===== src/rtl/multi_cycle_adder.sv =====
// multi_cycle_adder: adds two WIDTH-bit operands plus carry-in over K = WIDTH/SLICE
// cycles, SLICE bits per cycle (LSB slice first) through a SLICE-bit ripple chain.
// WIDTH >= 1, SLICE >= 1, SLICE must divide WIDTH.
// Ports:
//   clk        clock, rising edge
//   rst_n      synchronous active-low reset
//   start      request an add; accepted when ready=1
//   a, b       operands, sampled on the accepting edge
//   c_in       carry into bit 0, sampled on the accepting edge
//   ready      high in IDLE and DONE
//   done       one-cycle pulse when results are valid
//   sum        (a + b + c_in) mod 2^WIDTH
//   carry_out  carry out of bit WIDTH-1
//   overflow   carry into MSB xor carry out of MSB
module multi_cycle_adder #(
  parameter int unsigned WIDTH = 16,
  parameter int unsigned SLICE = 4
) (
  input  logic             clk,
  input  logic             rst_n,
  input  logic             start,
  input  logic [WIDTH-1:0] a,
  input  logic [WIDTH-1:0] b,
  input  logic             c_in,
  output logic             ready,
  output logic             done,
  output logic [WIDTH-1:0] sum,
  output logic             carry_out,
  output logic             overflow
);

  localparam int unsigned K  = WIDTH / SLICE;
  localparam int unsigned CW = (K > 1) ? $clog2(K) : 1;

  typedef enum logic [1:0] {
    IDLE = 2'd0,
    RUN  = 2'd1,
    DONE = 2'd2
  } state_t;

  state_t state, state_next;

  logic [WIDTH-1:0] a_reg, b_reg, acc, acc_next;
  logic             carry;
  logic [CW-1:0]    cnt;
  logic             accept, last;

  logic [SLICE-1:0] slice_a, slice_b, slice_sum;
  logic             chain_c, chain_c_msb;

  // Slice select, ripple chain and partial-sum merge
  always_comb begin
    slice_a     = '0;
    slice_b     = '0;
    slice_sum   = '0;
    chain_c     = carry;
    chain_c_msb = carry;
    acc_next    = acc;
    for (int unsigned k = 0; k < K; k++) begin
      if (cnt == CW'(k)) begin
        slice_a = a_reg[k*SLICE +: SLICE];
        slice_b = b_reg[k*SLICE +: SLICE];
      end
    end
    for (int unsigned i = 0; i < SLICE; i++) begin
      // carry into the top bit of the slice; on the last slice this is the carry into the MSB
      chain_c_msb  = chain_c;
      slice_sum[i] = slice_a[i] ^ slice_b[i] ^ chain_c;
      chain_c      = (slice_a[i] & slice_b[i]) | (chain_c & (slice_a[i] ^ slice_b[i]));
    end
    for (int unsigned k = 0; k < K; k++) begin
      if (cnt == CW'(k)) begin
        acc_next[k*SLICE +: SLICE] = slice_sum;
      end
    end
  end

  // Next-state and handshake decode
  always_comb begin
    state_next = state;
    accept     = 1'b0;
    last       = (cnt == CW'(K - 1));
    case (state)
      IDLE: begin
        if (start) begin
          accept     = 1'b1;
          state_next = RUN;
        end
      end
      RUN: begin
        if (last) begin
          state_next = DONE;
        end
      end
      DONE: begin
        if (start) begin
          accept     = 1'b1;
          state_next = RUN;
        end else begin
          state_next = IDLE;
        end
      end
      default: state_next = IDLE;
    endcase
  end

  // State, operand/partial registers and registered outputs
  always_ff @(posedge clk) begin
    if (!rst_n) begin
      state     <= IDLE;
      cnt       <= '0;
      a_reg     <= '0;
      b_reg     <= '0;
      carry     <= 1'b0;
      acc       <= '0;
      sum       <= '0;
      carry_out <= 1'b0;
      overflow  <= 1'b0;
      ready     <= 1'b1;
      done      <= 1'b0;
    end else begin
      state <= state_next;
      ready <= (state_next != RUN);
      done  <= (state_next == DONE);
      if (accept) begin
        a_reg <= a;
        b_reg <= b;
        carry <= c_in;
        cnt   <= '0;
      end else if (state == RUN) begin
        carry <= chain_c;
        cnt   <= cnt + CW'(1);
        acc   <= acc_next;
        // results become visible only when the final slice lands
        if (last) begin
          sum       <= acc_next;
          carry_out <= chain_c;
          overflow  <= chain_c_msb ^ chain_c;
        end
      end
    end
  end

endmodule


===== config.mk =====
export PLATFORM = sky130hd
export DESIGN_NAME = multi_cycle_adder
export DESIGN_NICKNAME = d
export VERILOG_FILES = /design/src/rtl/multi_cycle_adder.sv
export SDC_FILE = /design/constraint.sdc
export NUM_CORES = 1
export LEC_CHECK = 0
export ABC_CLOCK_PERIOD_IN_PS = 3700
export BUFFER_PORTS_ARGS = -buffer_cell sky130_fd_sc_hd__buf_2
export CELL_PAD_IN_SITES_DETAIL_PLACEMENT = 1
export CELL_PAD_IN_SITES_GLOBAL_PLACEMENT = 1
export CORE_ASPECT_RATIO = 1.25
export CORE_MARGIN = 2
export CORE_UTILIZATION = 41
export DETAILED_ROUTE_END_ITERATION = 12
export PLACE_DENSITY_LB_ADDON = 0.1
export SLEW_MARGIN = 0
export SYNTH_ARGS = -nofsm -noshare
export SYNTH_HDL_FRONTEND = slang
export SYNTH_SLANG_ARGS = --single-unit

===== constraint.sdc =====
create_clock -name clk -period 3.7 [get_ports clk]
set_input_delay 0.185 -clock clk [delete_from_list [all_inputs] [get_ports clk]]
set_output_delay 0.185 -clock clk [all_outputs]
set_load 0.03 [all_outputs]

==> summary.txt, run 1 <==
Slew HR = 42.80%
Post-Synth Simple-Gate Area = 15.96%
Mapped Area = 2939 µm²
LEAKAGE = 0.001395 µW
Clock Tree Buf Depth = 2
initial antenna violation count = 0
CP startpoint = cnt[0]$_SDFFE_PP0P_
max-cap viol count = 0
final hold slack = 0.06999 ns
endpoint class of the critical path = register
ys async rst share = 0%
top cells by count, synth = nand2_1 (80), dfxtp_1 (69), a21oi_1 (48), buf_2 (15), mux2i_1 (11)
post-synth top area share = 47.00%
CP Class = register to register
Worst path max stage delay = 0.64 ns
antenna cells = 0
drt via density = 5.222
syn_nets = 375
Fin Clk Skew = 0.007465 ns
post-synthesis compound-gate area fraction = 20.95%
Crit Path Max Fanout = 7
Syn Inst Count = 331
largest net degree at the start of global routing = 47
mux contribution to synthesized area = 3.746%
RR Endpoint = acc[3]$_SDFFE_PN0P_
number of flops mapped to enable cells by yosys = 0
pre-CTS WS = 0.2553 ns
final setup margin = 0.2840 ns
Residual DRC = 0
Yosys warning count = 0
clock latency on the worst-skew pair = 0.35 ns
R2R cell count = 12
Post-Synth Adder-Cell Area = 4.427%
Hold Path Cell Cnt = 3
Synth Register Bits = 69
Synth area leader = dfxtp_1
CTS Sinks = 69
WL final = 7370 µm
CP Cell Sequence = inv_1, ha_1, nor2b_1, a221o_1, a22oi_1, fa_1, inv_1, fa_1, fa_1, fa_2, nand3_1, a21oi_1
Remaining Overflow, GRT = 0
PwrDens = 505.3 nW/µm²
CP dominant cell by count = fa_1
clock slew at reported path FFs = 0.07 ns
core area = 6934 µm²
Final Max Tran Viols = 0
unrepaired setup endpoints after global routing = no
synth-to-layout area growth = 17.67%
CTS tree = done
f_max = 292.7 MHz
Final Hold Fails = 0
Total Routing Usage GR = 20.22%
Setup Viol. Count Final = 0
Bufs and invs on worst path = 2
CP max stage cell = fa_2
fin crit period = 3.416 ns
Die Y = 98.66 µm
sequential share of the synthesized area = 47.00%
Synth area leaders = dfxtp_1 (47%), nand2_1 (10%), a21oi_1 (8.2%)
root buf cell = clkbuf_8
antenna viol nets, final = 0
status = finished clean
Syn Area/Cell = 8.879 µm²
peak supply drop = 0.2656 mV
XOR/XNOR Fraction of Synth Area = 0.5960%
Post-CTS Setup Inserts = 0
die area = 7866 µm²
first-pass GRT wire length = 12270 µm
fin nets = 418
FP Rows = 34
share of layout cells above drive strength 1 = 23.75%
Startpoint Class = register
count of different cell masters after synthesis = 34
Critical Path RT = 3.97 ns
Top Ports = 56
CTS buffer count = 9
setup slack, reg-to-reg = 0.28 ns
main combinational cell family by area after synthesis = compound AO/OA/AOI/OAI gates
ys flop type = dfxtp_1
Hold Crit Start = a[14]
reg-to-reg startpoint = cnt[0]$_SDFFE_PP0P_
cell family with most CP delay = adder cells
Starting Density = 42.39%
drt first pass iters = 4
port bufs = 55
# H-tree levels = 3
final worst path period share = 92.33%
Initial DRC Count = 68
vias = 2449
estimated wirelength of the detail-placed design = 5241 µm
total power = 1748 µW
die width = 79.73 µm
routed length per instance = 15.71 µm
gpl congestion = 0.8020
top-count cell post-synth = nand2_1
Hold Path Class = input port to register
vias in the first global route = 2533
Hold EP = a_reg[14]$_SDFFE_PN0P_
critical path arrival = 3.69 ns
Slew @ Worst Pin = 0.8580 ns
setup TNS = 0 ns
==> cell usage in the layout (no fill, tap or decap), drive strengths merged, types with 3 or more instances in the layout <==
cell type,instances
nor2b,9
a22o,7
nand3,10
clkbuf,10
ha,4
nand2,80
inv,9
nor2,5
a311oi,4
a21oi,52
o31ai,6
fa,4
dfxtp,69
o2bb2ai,10
buf,63
mux2i,11
bufinv,3
a221oi,6
nand3b,3
==> worst max-delay path by stage <==
stage,to,slack (ns),cells after the start
after detailed placement,sum[11]$_SDFFE_PN0P_,0.26,12
after global routing,acc[11]$_SDFFE_PN0P_,0.02,12
after CTS,sum[11]$_SDFFE_PN0P_,0.23,12
after global placement,sum[7]$_SDFFE_PN0P_,0.38,12
after floorplan,sum[11]$_SDFFE_PN0P_,0.34,14
final,acc[3]$_SDFFE_PN0P_,0.28,12
==> per-layer routing <==
layer	track usage, %	part of all wire (%)
met4	8.214	2.1
met5	0	0
met1	24.44	44
met2	34.20	51
met3	4.945	3.6
==> logic make-up (layout without fill, tap and decap cells) <==
| logic type | after synthesis | in the layout |
|---|---|---|
| AO/OA/AOI/OAI | 92 | 92 |
| XOR/XNOR | 2 | 2 |
| adder cells (fa/ha/maj) | 8 | 8 |
| buffers and inverters | 40 | 88 |
| flip-flops | 69 | 69 |
| multiplexers | 11 | 11 |
| AND/OR/NAND/NOR | 109 | 109 |
==> worst reg2reg max path: stages, from the launching register on <==
cell and delay, ns:
dfxtp_1 0.40, inv_1 0.09, ha_1 0.21, nor2b_1 0.16, a221o_1 0.31, a22oi_1 0.21, fa_1 0.21, inv_1 0.05
fa_1 0.37, fa_1 0.45, fa_2 0.64, nand3_1 0.11, a21oi_1 0.15
==> power breakdown <==
group          switching (µW)  internal, µW
Combinational             124          76.6
Clock                     292           465
Sequential               18.7           772
Total                     435          1310
==> through the flow <==
stage | cells | area (µm²) | utilization, %
finish | 469 | 3458 | 49.87
global placement | 453 | 3208 | 46.26
CTS | 469 | 3456 | 49.84
floorplan | 331 | 2939 | -
global route | 469 | 3458 | 49.87
detailed placement | 453 | 3208 | 46.26
==> cell type report <==
class                           count  area [µm²]
Sequential cell                    69        1381
Fill cell                         833        3476
Multi-Input combinational cell    222        1348
Tap cell                           90       112.6
Timing Repair Buffer               63       335.3
Clock inverter                      6       110.1
Clock buffer                       10       137.6
Inverter                            9       33.78
==> repair_timing <==
item / in CTS / in global routing
endpoints found under the setup margin: 0 / 1
gates resized for setup: 0 / 1
hold buffers: 0 / 0
Note: power is estimated with default switching activity, not from simulation.
==> run 2, diff against run 1 <==
- CORE_ASPECT_RATIO: 1.25 -> default
==> run 2 against run 1 <==
Routed wire length fell by 5.1%. Die area barely moved. Total power fell by 13%. Core utilization fell by 0.57 points. Critical path depth did not move. Critical endpoint is now sum[7]$_SDFFE_PN0P_. Maximum frequency barely moved. Clock power fell by 30%. Via count fell by 2.4%.
==> summary.txt, run 2 (synthesis results as in run 1) <==
status = finished clean (unchanged)
synth-to-layout area growth = 15.24% (was 17.67%)
Post-CTS Setup Inserts = 0 (unchanged)
Top Ports = 56 (unchanged)
vias = 2389 (was 2449)
Slew HR = 44.66% (was 42.80%)
critical path arrival = 3.68 ns (was 3.69 ns)
RR Endpoint = sum[7]$_SDFFE_PN0P_ (was acc[3]$_SDFFE_PN0P_)
combinational share of power = 13.3% (was 11.5%)
die width = 88.67 µm (was 79.73 µm)
Starting Density = 42.79% (was 42.39%)
fin crit period = 3.418 ns (was 3.416 ns)
clock latency on the worst-skew pair = 0.34 ns (was 0.35 ns)
max-cap viol count = 0 (unchanged)
final instance area = 3387 µm² (was 3458 µm²)
switching share of power = 26.25% (was 24.87%)
CTS Sinks = 69 (unchanged)
total power = 1520 µW (was 1748 µW)
clock slew at reported path FFs = 0.07 ns (about the same)
Hold Path Cell Cnt = 3 (unchanged)
estimated wirelength of the detail-placed design = 4881 µm (was 5241 µm)
share of layout cells above drive strength 1 = 23.61% (was 23.75%)
# H-tree levels = 3 (unchanged)
FP Rows = 30 (was 34)
Hold EP = a_reg[8]$_SDFFE_PN0P_ (was a_reg[14]$_SDFFE_PN0P_)
final worst path period share = 92.39% (was 92.33%)
largest net degree at the start of global routing = 47 (unchanged)
Clock Tree Buf Depth = 2 (unchanged)
utilization after layout = 49.31% (was 49.87%)
vias in the first global route = 2351 (was 2533)
Final Hold Fails = 0 (unchanged)
port bufs = 55 (unchanged)
Hold Crit Start = a[8] (was a[14])
setup slack, reg-to-reg = 0.28 ns (about the same)
cell family with most CP delay = adder cells (unchanged)
Startpoint Class = register (unchanged)
LEAKAGE = 0.001363 µW (was 0.001395 µW)
first-pass GRT wire length = 11410 µm (was 12270 µm)
WL final = 6997 µm (was 7370 µm)
DP Cell Count = 459 (was 453)
Slew @ Worst Pin = 0.8300 ns (was 0.8580 ns)
Die Y = 88.67 µm (was 98.66 µm)
setup TNS = 0 ns (unchanged)
commonest cells after routing, fill and taps aside = nand2_1 (80), dfxtp_1 (68), buf_2 (55) (was nand2_1 (80), dfxtp_1 (69), buf_2 (55))
antenna cells = 0 (unchanged)
CP startpoint = cnt[0]$_SDFFE_PP0P_ (unchanged)
unrepaired setup endpoints after global routing = no (unchanged)
drt first pass iters = 4 (unchanged)
CTS buffer count = 9 (unchanged)
Initial DRC Count = 62 (was 68)
CTS tree = done (unchanged)
CP Class = register to register (unchanged)
commonest non-fill, non-tap cell in the layout = nand2_1 (unchanged)
Total Routing Usage GR = 19.16% (was 20.22%)
die area = 7861 µm² (was 7866 µm²)
switching pwr = 399.0 µW (was 434.6 µW)
Bufs and invs on worst path = 2 (unchanged)
Seq pwr share = 52.0% (was 45.2%)
area post-placement = 3216 µm² (was 3208 µm²)
PwrDens = 448.8 nW/µm² (was 505.3 nW/µm²)
filler cell count = 839 (was 833)
Worst path max stage delay = 0.67 ns (was 0.64 ns)
core area = 6869 µm² (was 6934 µm²)
Finished Layout Cells = 473 (was 469)
Critical Path RT = 3.96 ns (was 3.97 ns)
Final Max Tran Viols = 0 (unchanged)
peak supply drop = 0.1511 mV (was 0.2656 mV)
CP max stage cell = fa_2 (unchanged)
Remaining Overflow, GRT = 0 (unchanged)
Clock Power Share = 34.7% (was 43.3%)
drt via density = 5.051 (was 5.222)
Crit Path Max Fanout = 7 (unchanged)
initial antenna violation count = 0 (unchanged)
routed length per instance = 14.79 µm (was 15.71 µm)
fin nets = 418 (unchanged)
reg-to-reg startpoint = cnt[0]$_SDFFE_PP0P_ (unchanged)
Setup Viol. Count Final = 0 (unchanged)
Fin Clk Skew = 0.008626 ns (was 0.007465 ns)
CP Cell Sequence = inv_1, ha_1, nor2b_1, a221o_1, a22oi_1, fa_1, inv_1, fa_1, fa_2, fa_2, mux2i_1, o2bb2ai_1 (was inv_1, ha_1, nor2b_1, a221o_1, a22oi_1, fa_1, inv_1, fa_1, fa_1, fa_2, nand3_1, a21oi_1)
gpl congestion = 0.8104 (was 0.8020)
f_max = 292.5 MHz (was 292.7 MHz)
R2R cell count = 12 (unchanged)
root buf cell = clkbuf_8 (unchanged)
Hold Path Class = input port to register (unchanged)
antenna viol nets, final = 0 (unchanged)
Residual DRC = 0 (unchanged)
internal power = 1121 µW (was 1313 µW)
endpoint class of the critical path = register (unchanged)
[run 2: worst max path at each step]
stage	endpoint	cells past startpoint
after floorplan	sum[11]$_SDFFE_PN0P_	14
after global placement	sum[11]$_SDFFE_PN0P_	12
after detailed placement	sum[7]$_SDFFE_PN0P_	12
after CTS	sum[7]$_SDFFE_PN0P_	12
after global routing	sum[7]$_SDFFE_PN0P_	12
final	sum[7]$_SDFFE_PN0P_	12
[run 2: what timing repair did]
action	CTS	global route
resized for setup	0	3
hold buffers	0	0
setup endpoints to repair	0	6
[run 2: worst min-delay path: stages]
cell and delay, ns:
buf_2 0.09, nand2_1 0.04, a21oi_1 0.05
[run 2: layout make-up]
type / count / area, µm² / share of cell area (%)
clock buffer: 12 / 155.1 / 4.581
clock inverter: 2 / 10.01 / 0.2955
inverter: 9 / 33.78 / 0.9974
multi-input combinational: 222 / 1350 / 39.86
sequential: 69 / 1383 / 40.82
tap: 96 / 120.1 / 3.546
timing repair buffer: 63 / 335.3 / 9.900
[run 2: stage by stage]
step | hold slack (ns) | worst slack, ns
6_report | 0.08055 | 0.2816
5_1_grt | 0.07877 | 0.06970
4_1_cts | 0.06977 | 0.1536
3_5_place_dp | 0.4318 | 0.1889
3_3_place_gp | 0.4255 | 0.3094
2_1_floorplan | 0.2612 | 0.3411
[run 2: routing by layer]
metal  part of all wire (%)  global-route usage [%]  up-vias
met5                      0                       0        -
met4                    2.3                   9.780        0
met3                    3.3                   3.638       11
met2                     44                   29.72       46
met1                     50                   25.39     1122
li1                       -                       -     1210
[run 2: power groups by stage]
| stage | logic, µW | registers, µW | clock network, µW |
|---|---|---|---|
| after floorplan | 145 | 803 | 0 |
| after global placement | 198 | 807 | 0 |
| after detailed placement | 203 | 808 | 0 |
| after CTS | 203 | 791 | 542 |
| after global routing | 228 | 794 | 572 |
| final | 202 | 791 | 528 |
==> run 3, diff against run 2 <==
- CAP_MARGIN: default -> 20
- CORE_ASPECT_RATIO: default -> 2
==> run 3 against run 2 <==
Global-route usage grew 2.1 points. Worst setup slack worse by 0.0016 ns. Non-clock buffer count up 1. First-iteration DRC count rose by 110%. Core utilization is 1.5 points higher. Sequential power hardly changed. Total power is 22% higher. Sequential share of layout area down 1.6 points. Critical path depth stayed put. Hold slack worse by 0.0021 ns.
==> summary.txt, run 3 (synthesis results as in run 1) <==
antenna viol nets, final = 0 (unchanged)
DP Cell Count = 454 (was 459)
Die Y = 123.7 µm (was 88.67 µm)
CTS Sinks = 69 (unchanged)
utilization after layout = 50.84% (was 49.31%)
status = finished clean (unchanged)
Startpoint Class = register (unchanged)
final worst path period share = 92.43% (was 92.39%)
max-cap viol count = 0 (unchanged)
commonest non-fill, non-tap cell in the layout = nand2_1 (unchanged)
die width = 63.87 µm (was 88.67 µm)
reg-to-reg startpoint = cnt[1]$_SDFFE_PP0P_ (was cnt[0]$_SDFFE_PP0P_)
# H-tree levels = 3 (unchanged)
switching share of power = 24.94% (was 26.25%)
Seq pwr share = 42.7% (was 52.0%)
Residual DRC = 0 (unchanged)
largest net degree at the start of global routing = 47 (unchanged)
RR Endpoint = sum[7]$_SDFFE_PN0P_ (unchanged)
setup slack, reg-to-reg = 0.28 ns (about the same)
cts hold-fix bufs = 0 (unchanged)
die area = 7903 µm² (was 7861 µm²)
synth-to-layout area growth = 20.05% (was 15.24%)
CTS tree = done (unchanged)
LEAKAGE = 0.001421 µW (was 0.001363 µW)
Total Routing Usage GR = 21.27% (was 19.16%)
Starting Density = 42.35% (was 42.79%)
estimated wirelength of the detail-placed design = 5498 µm (was 4881 µm)
Final Max Tran Viols = 0 (unchanged)
final instance area = 3528 µm² (was 3387 µm²)
combinational share of power = 11.4% (was 13.3%)
drt via density = 5.249 (was 5.051)
Final Hold Fails = 0 (unchanged)
Fin Clk Skew = 0.006229 ns (was 0.008626 ns)
Clock Power Share = 45.9% (was 34.7%)
CP startpoint = cnt[1]$_SDFFE_PP0P_ (was cnt[0]$_SDFFE_PP0P_)
commonest cells after routing, fill and taps aside = nand2_1 (80), dfxtp_1 (68), buf_2 (55) (unchanged)
root buf cell = clkbuf_16 (was clkbuf_8)
first-pass GRT wire length = 12610 µm (was 11410 µm)
Worst setup endpoint = sum[7]$_SDFFE_PN0P_ (unchanged)
vias = 2467 (was 2389)
f_max = 292.4 MHz (was 292.5 MHz)
Hold Path Class = input port to register (unchanged)
fin nets = 419 (was 418)
Remaining Overflow, GRT = 0 (unchanged)
filler cell count = 839 (unchanged)
Crit Path Max Fanout = 7 (unchanged)
clock slew at reported path FFs = 0.05 ns (was 0.07 ns)
unrepaired setup endpoints after global routing = no (unchanged)
Clock Tree Buf Depth = 2 (unchanged)
routed length per instance = 16.25 µm (was 14.79 µm)
drt first pass iters = 4 (unchanged)
clock latency on the worst-skew pair = 0.34 ns (about the same)
R2R cell count = 12 (unchanged)
Hold Path Cell Cnt = 3 (unchanged)
WL final = 7637 µm (was 6997 µm)
internal power = 1392 µW (was 1121 µW)
Slew @ Worst Pin = 0.8804 ns (was 0.8300 ns)
Top Ports = 56 (unchanged)
Critical Path RT = 3.96 ns (about the same)
Setup Viol. Count Final = 0 (unchanged)
setup TNS = 0 ns (unchanged)
Slew HR = 41.31% (was 44.66%)
FP Rows = 43 (was 30)
CTS buffer count = 9 (unchanged)
antenna cells = 0 (unchanged)
switching pwr = 462.7 µW (was 399.0 µW)
critical path arrival = 3.68 ns (about the same)
endpoint class of the critical path = register (unchanged)
core area = 6940 µm² (was 6869 µm²)
PwrDens = 525.8 nW/µm² (was 448.8 nW/µm²)
share of layout cells above drive strength 1 = 24.47% (was 23.61%)
area post-placement = 3223 µm² (was 3216 µm²)
initial antenna violation count = 0 (unchanged)
CP Class = register to register (unchanged)
Initial DRC Count = 130 (was 62)
fin crit period = 3.420 ns (was 3.418 ns)
gpl congestion = 0.8266 (was 0.8104)
Finished Layout Cells = 470 (was 473)
vias in the first global route = 2542 (was 2351)
peak supply drop = 0.3212 mV (was 0.1511 mV)
port bufs = 55 (unchanged)
==> run 3: repair_timing <==
action                                  in CTS  in global routing
endpoints found under the setup margin       0                  8
setup buffers                                0                  0
gates resized for setup                      0                  5
endpoints found under the hold margin        0                  0
==> run 3: critical path: stages (launching register included) <==
cell and delay, ns:
dfxtp_1 0.40, inv_1 0.09, ha_1 0.21, nor2b_1 0.21, a221o_1 0.31, a22oi_1 0.20
fa_1 0.22, inv_1 0.05, fa_1 0.38, fa_2 0.39, fa_2 0.64, mux2i_1 0.11
o2bb2ai_1 0.14
==> run 3: layout make-up <==
class	count	area, µm²	area share, %
Clock buffer	12	246.5	6.986
Clock inverter	4	47.55	1.348
Inverter	9	33.78	0.9574
Multi-Input combinational cell	222	1355	38.40
Sequential cell	69	1383	39.18
Tap cell	90	112.6	3.191
Timing Repair Buffer	64	350.3	9.929
==> run 3: worst min-delay path by stage <==
| stage | to | start | slack (ns) |
|---|---|---|---|
| floorplan | ready$_SDFF_PN1_ | rst_n | 0.26 |
| global placement | a_reg[5]$_SDFFE_PN0P_ | a[5] | 0.43 |
| detailed placement | b_reg[4]$_SDFFE_PN0P_ | b[4] | 0.43 |
| CTS | b_reg[4]$_SDFFE_PN0P_ | b[4] | 0.08 |
| global route | a_reg[11]$_SDFFE_PN0P_ | a[11] | 0.10 |
| finish | b_reg[4]$_SDFFE_PN0P_ | b[4] | 0.08 |
==> run 3: power groups by stage <==
stage | clock network (µW) | logic, µW | registers, µW
after floorplan | 0 | 145 | 803
after global placement | 0 | 202 | 808
after detailed placement | 0 | 210 | 808
after CTS | 864 | 211 | 793
after global routing | 890 | 235 | 796
final | 851 | 211 | 793
==> run 3: per-stage QoR <==
| stage | hold WS [ns] | setup WS, ns | total power (µW) |
|---|---|---|---|
| global route | 0.1015 | 0.03500 | 1922 |
| floorplan | 0.2612 | 0.3411 | 948.3 |
| CTS | 0.07523 | 0.1109 | 1868 |
| detailed placement | 0.4337 | 0.1314 | 1019 |
| global placement | 0.4263 | 0.3008 | 1010 |
| finish | 0.07841 | 0.2801 | 1855 |
==> run 3: metal layers <==
metal / track usage, % / wire, µm / up-vias
li1: - / - / 1218
met4: 10.19 / 161 / 0
met5: 0 / 0 / -
met2: 40.82 / 4341 / 51
met1: 21.41 / 2903 / 1186
met3: 4.065 / 230 / 12
